<file path="src/rtl/register_map.sv">
// Architectural register map: committed data plus ROB tag/ready per register, two lookup ports.
// Optional macro REGMAP_RETIRE_BYPASS_EN forwards a same-cycle matching retire onto the lookup ports.
module register_map #(
  parameter  int DATA_WIDTH     = 32,
  parameter  int ROB_DEPTH      = 64,
  parameter  int REG_ADDR_WIDTH = 5,
  localparam int TAG_WIDTH      = $clog2(ROB_DEPTH)
) (
  input  logic                      clk,
  input  logic                      n_rst,
  input  logic                      i_flush,
  input  logic                      i_dest_wr_en,
  input  logic [REG_ADDR_WIDTH-1:0] i_dest_wr_rdest,
  input  logic [TAG_WIDTH-1:0]      i_dest_wr_tag,
  input  logic [DATA_WIDTH-1:0]     i_dest_wr_data,
  input  logic                      i_tag_wr_en,
  input  logic [REG_ADDR_WIDTH-1:0] i_tag_wr_rdest,
  input  logic [TAG_WIDTH-1:0]      i_tag_wr_tag,
  input  logic [REG_ADDR_WIDTH-1:0] i_lookup_rsrc [0:1],
  output logic [DATA_WIDTH-1:0]     o_lookup_data [0:1],
  output logic [TAG_WIDTH-1:0]      o_lookup_tag  [0:1],
  output logic                      o_lookup_rdy  [0:1]
);

  localparam int NUM_REGS = 2 ** REG_ADDR_WIDTH;

  logic [DATA_WIDTH-1:0] data_q [NUM_REGS];
  logic [DATA_WIDTH-1:0] data_d [NUM_REGS];
  logic [TAG_WIDTH-1:0]  tag_q  [NUM_REGS];
  logic [TAG_WIDTH-1:0]  tag_d  [NUM_REGS];
  logic                  rdy_q  [NUM_REGS];
  logic                  rdy_d  [NUM_REGS];

  // Entry 0 is never written, so it keeps its reset value; lookups of r0 are forced anyway.
  // A rename outranks a retire's ready update, since the retiring producer is now stale.
  always_comb begin
    for (int i = 0; i < NUM_REGS; i++) begin
      data_d[i] = data_q[i];
      tag_d[i]  = tag_q[i];
      rdy_d[i]  = rdy_q[i];
      if (i != 0) begin
        if (i_dest_wr_en && (i_dest_wr_rdest == REG_ADDR_WIDTH'(i))) begin
          data_d[i] = i_dest_wr_data;
        end
        if (i_flush) begin
          rdy_d[i] = 1'b1;
        end else if (i_tag_wr_en && (i_tag_wr_rdest == REG_ADDR_WIDTH'(i))) begin
          tag_d[i] = i_tag_wr_tag;
          rdy_d[i] = 1'b0;
        end else if (i_dest_wr_en && (i_dest_wr_rdest == REG_ADDR_WIDTH'(i)) &&
                     (tag_q[i] == i_dest_wr_tag)) begin
          rdy_d[i] = 1'b1;
        end
      end
    end
  end

  always_ff @(posedge clk or negedge n_rst) begin
    if (!n_rst) begin
      for (int i = 0; i < NUM_REGS; i++) begin
        data_q[i] <= '0;
        tag_q[i]  <= '0;
        rdy_q[i]  <= 1'b1;
      end
    end else begin
      data_q <= data_d;
      tag_q  <= tag_d;
      rdy_q  <= rdy_d;
    end
  end

  // Lookups read registered state only, so a same-cycle rename is invisible to its own sources.
  always_comb begin
    for (int p = 0; p < 2; p++) begin
      o_lookup_data[p] = data_q[i_lookup_rsrc[p]];
      o_lookup_tag[p]  = tag_q[i_lookup_rsrc[p]];
      o_lookup_rdy[p]  = rdy_q[i_lookup_rsrc[p]];
`ifdef REGMAP_RETIRE_BYPASS_EN
      if (i_dest_wr_en && (i_dest_wr_rdest == i_lookup_rsrc[p]) &&
          (tag_q[i_lookup_rsrc[p]] == i_dest_wr_tag)) begin
        o_lookup_data[p] = i_dest_wr_data;
        o_lookup_rdy[p]  = 1'b1;
      end
`else
`endif
      if (i_lookup_rsrc[p] == '0) begin
        o_lookup_data[p] = '0;
        o_lookup_tag[p]  = '0;
        o_lookup_rdy[p]  = 1'b1;
      end
    end
  end

endmodule

</file>
<file path="config.mk">
export PLATFORM = sky130hd
export DESIGN_NAME = register_map
export DESIGN_NICKNAME = d
export VERILOG_FILES = /design/src/rtl/register_map.sv
export SDC_FILE = /design/constraint.sdc
export NUM_CORES = 2
export LEC_CHECK = 0
export BUFFER_PORTS_ARGS = -buffer_cell sky130_fd_sc_hd__buf_4
export CAP_MARGIN = 40
export CORE_MARGIN = 4
export CORE_UTILIZATION = 60
export DETAILED_ROUTE_END_ITERATION = 8
export GPL_ROUTABILITY_DRIVEN = 1
export HOLD_SLACK_MARGIN = 0.06
export PLACE_DENSITY = 0.77
export SYNTH_ARGS = -nofsm -noshare
export SYNTH_HDL_FRONTEND = slang
export SYNTH_SLANG_ARGS = --single-unit
</file>
<file path="constraint.sdc">
create_clock -name clk -period 2.75 [get_ports clk]
set_input_delay 0.275 -clock clk [delete_from_list [all_inputs] [get_ports clk]]
set_output_delay 0.275 -clock clk [all_outputs]
set_load 0.01 [all_outputs]
</file>
== Word level (Yosys, flattened, before mapping) ==
Index checks and enable logic that the tools add are counted.
Word-level totals
  register bits after elaboration: 1209
  word-level logic and storage cells: 465
Cells by class
  multiplexer cells: 117
  eq/ne operators: 93
  order comparisons: 2
  bitwise operators: 3
  reductions and logical operators: 157
Operators with widths (number)
  $bmux 32 s5: 2
  $mux 32: 6
  $eq 6x6->1: 31
  $eq 5x5->1 const B: 32
  $mux 1: 99
  $logic_and 1x1->1: 93
  $reduce_bool 3->1: 31
  $eq 5x4->1 const B: 16
  $reduce_and 2->1: 31
  $bmux 6 s5: 2
  $eq 5x3->1 const B: 8
  $mux 6: 6
  $eq 5x2->1 const B: 4
  $ge 6x6->1 const B: 2
  $not 5->6: 2
  $bmux 1 s5: 2
  $eq 5x1->1 const B: 2
  $logic_not 5->1: 2
  $not 1->1: 1

== Logic depth before layout (Yosys ltp) ==
  word-level depth: 6
  gate-level depth with buffers: 8
  mapped depth without buffers: 4

== Worst setup path after synthesis ==
OpenSTA, ideal clock, no wires.
  kind: input-to-output
  from: input port i_lookup_rsrc[0] in the netlist's numbering
  to: output port o_lookup_tag[0] in the netlist's numbering
  stages: 7
  slack: 531 ps
  arrival: 1944 ps
  buffers on the path: 3
  cell sequence: buf_2 -> buf_2 -> buf_2 -> mux2_2 -> a221oi_1 -> o221ai_1 -> o21a_1
RTL lines
  start: declaration: line 19  | input logic [REG_ADDR_WIDTH-1:0] i_lookup_rsrc [0:1],
  end: declaration: line 21  | output logic [TAG_WIDTH-1:0] o_lookup_tag [0:1],

==> flow_metrics.py <==
metrics = {
    "run_status": {
        "run_status": "finished clean",
    },
    "placement": {
        "io_buffers": 146,
        "dpl.cell_count": 6028,
        "hpwl_um": 133000,
        "dpl_worst_slack_ps": 154,
        "placed_area_mm2": 0.0712,
        "place_congestion": 0.928,
    },
    "synth": {
        "ys_seq_area_share_pct": 45.6,
        "yosysWarningCount": 0,
        "synth-edff-count": 0,
        "syn_avg_cell_area_um2": 14.5,
        "syn_area_mm2": 0.0664,
        "synthFlopType": "dfrtp_1",
        "netlist_top_cells_area": "dfrtp_1 (44%), mux2_2 (22%), mux4_2 (18%), clkbuf_1 (2.0%), a22oi_1 (1.5%)",
        "ys_ff_latch": 1209,
        "syn_inst": 4594,
        "postSynth.asyncResetShare_pct": 100,
        "synth_area_leader_cell": "dfrtp_1",
        "yosysUniqueCellTypes": 52,
        "synthesis.nets": 4663,
        "synth_top_cell_area_share_pct": 44.4,
    },
    "cts": {
        "numCtsBuffers": 132,
        "ctsHtreeMaxLevel": 4,
        "cts_tree": "built",
        "cts-root-buf": "clkbuf_16",
        "cts.sinks": 1209,
        "insertion_delay_ps": 750,
        "clockBufferDepth": 3,
        "clk_pin_slew_ps": 70,
    },
    "grt": {
        "grt.overflow.total": 0,
        "grt_max_degree": 115,
        "antenna_found_initial": 10,
        "grt_pass1_vias": 47300,
        "grt_pass1_wl_um": 316000,
        "groute.usage.overall_pct": 36.7,
    },
    "setup_path": {
        "slowest_delay_ps": 500,
        "cp-start-kind": "register",
        "crit_required_ps": 2480,
        "crit_chain": "mux4_2 -> a22oi_2 -> a21boi_1 -> a211o_2 -> buf_6",
        "end_kind": "output pin",
        "worstReg2RegStart": "tag_q[40]$_DFFE_PN0P_",
        "worst_ep_arrival_time_ps": 2470,
        "worstSetupPathType": "reg -> out",
        "crit_fanout": 3,
        "crit_path_start": "data_q[83]$_DFFE_PN0P_",
        "crit_path_top_delay_cell": "mux4_2",
    },
    "route": {
        "drtAntennaViolNets": 0,
        "dr_wl_met3_um": 26100,
        "initialDrtViolationCount": 5256,
        "routed-via-count": 46000,
        "wire_per_inst_um": 33.4,
        "highest_layer": "met5",
        "vias_per_cell": 7.23,
        "drtPass1Iterations": 7,
        "wl_met2_um": 96700,
        "drc": 0,
        "wl_met1_um": 78600,
        "drt-total-wl_um": 212000,
    },
    "finish": {
        "final_cell_area_mm2": 0.0766,
        "nets": 4841,
        "final_core_util_pct": 70.1,
        "mostFrequentLayoutCell": "mux2_2",
        "drive_gt1_share_pct": 54.7,
        "synthToLayoutAreaGrowth_pct": 15.4,
        "mostFrequentLayoutCells": "mux2_2 (1277), dfrtp_1 (1164), mux4_2 (540)",
        "fin_cells": 6356,
    },
    "timing": {
        "fin_skew_ps": 18.4,
        "setup_tns_ps": 0,
        "hold_slack_ps": 114,
        "setup_viol": 0,
        "finalCritPeriodShare_pct": 99.9,
        "final.min_clock_period_ps": 2750,
        "worst_slack_ps": 1.70,
        "hold_violations": 0,
        "fmaxAchievable_mhz": 364,
        "relSlewSlack_pct": 48.0,
        "slew_viol_final": 0,
        "max_slew.worst_pin.slew_ps": 780,
        "rsz0062_at_grt": "true",
    },
    "worst_hold_path": {
        "hp-class": "in -> reg",
        "hold_start": "i_tag_wr_tag[2]",
    },
    "pwr": {
        "vdd_drop_max_mv": 0.603,
        "total_power_mw": 53.7,
        "leakage_nw": 33.1,
        "powerDensity_mw_per_mm2": 700,
    },
    "floorplanning": {
        "core_mm2": 0.109,
        "io_pins": 147,
        "die_w_um": 341,
        "dieArea_mm2": 0.116,
        "start_util_pct": 60.7,
        "fp.dieH_um": 341,
        "std_cell_rows": 121,
    },
    "job": {
        "maxCapViolations": 0,
    },
}
critical path: cells and delay by family (launching register included):
| kind | cells | cell delay, ps |
|---|---|---|
| multiplexers | 1 | 500 |
| AO/OA/AOI/OAI | 3 | 670 |
| buffers and inverters | 1 | 150 |
| flip-flops | 1 | 390 |
routing by layer:
layer  track usage [%]  up-vias
met2              54.9     2972
met5                 0        -
met1              49.5    24200
met4              17.1        8
li1                  -    18100
met3              11.7      679
Yosys cell counts, types with 60 or more instances:
master,instances
mux2_2,1277
dfrtp_1,1178
mux4_2,540
clkbuf_1,360
a22oi_1,131
buf_2,99
xor2_1,94
xnor2_1,92
nor2_1,83
nand2_1,79
mux2i_1,78
o22ai_1,60
final cells by class:
class                   instances  area, um2
multi-input cells            2886      34600
inverters                       5       18.8
repair buffers                538       5470
clock inverters                35        454
flip-flops and latches       1209      30300
well taps                    1476       1850
diodes                          7       17.5
clock buffers                 200       3960
fillers                      7223      32700
cell families after synthesis:
group	count (synthesis)	synth area share, %
muxes	1895	41.1
DFF	1209	45.6
buffers and inverters	499	3.04
AOI/OAI and AO/OA	472	5.16
and+or+nand+nor	333	2.58
xor gates and xnor gates	186	2.45
what timing repair did:
item / in CTS / in global routing
setup endpoints to repair: 27 / 32
gates resized for setup: 46 / 53
hold buffers: 41 / 0
pin swaps: 17 / 19
endpoints found under the hold margin: 1821 / 0
setup buffers: 11 / 33
report_power, final:
group / internal (mW) / switching (mW) / total (mW)
sequential: 21.0 / 2.66 / 23.7
combinational: 6.97 / 4.73 / 11.7
clock: 10.8 / 7.40 / 18.2
total: 38.9 / 14.8 / 53.7
worst paths after layout:
check,depth (start not counted),slack [ps],to
max,5,2,o_lookup_data[51]
min,2,110,tag_q[170]$_DFFE_PN0P_
max reg2reg,5,1140,rdy_q[6]$_DFFE_PN1P_
min reg2reg,2,520,rdy_q[24]$_DFFE_PN1P_
max in group asynchronous,5,780,tag_q[179]$_DFFE_PN0P_
min in group asynchronous,3,590,tag_q[174]$_DFFE_PN0P_
sequential cells by signal, summed over array words and instances (netlist names):
name	count
rdy_q	31
data_q	992
tag_q	186
No activity file was read; power rests on OpenSTA's default activity.
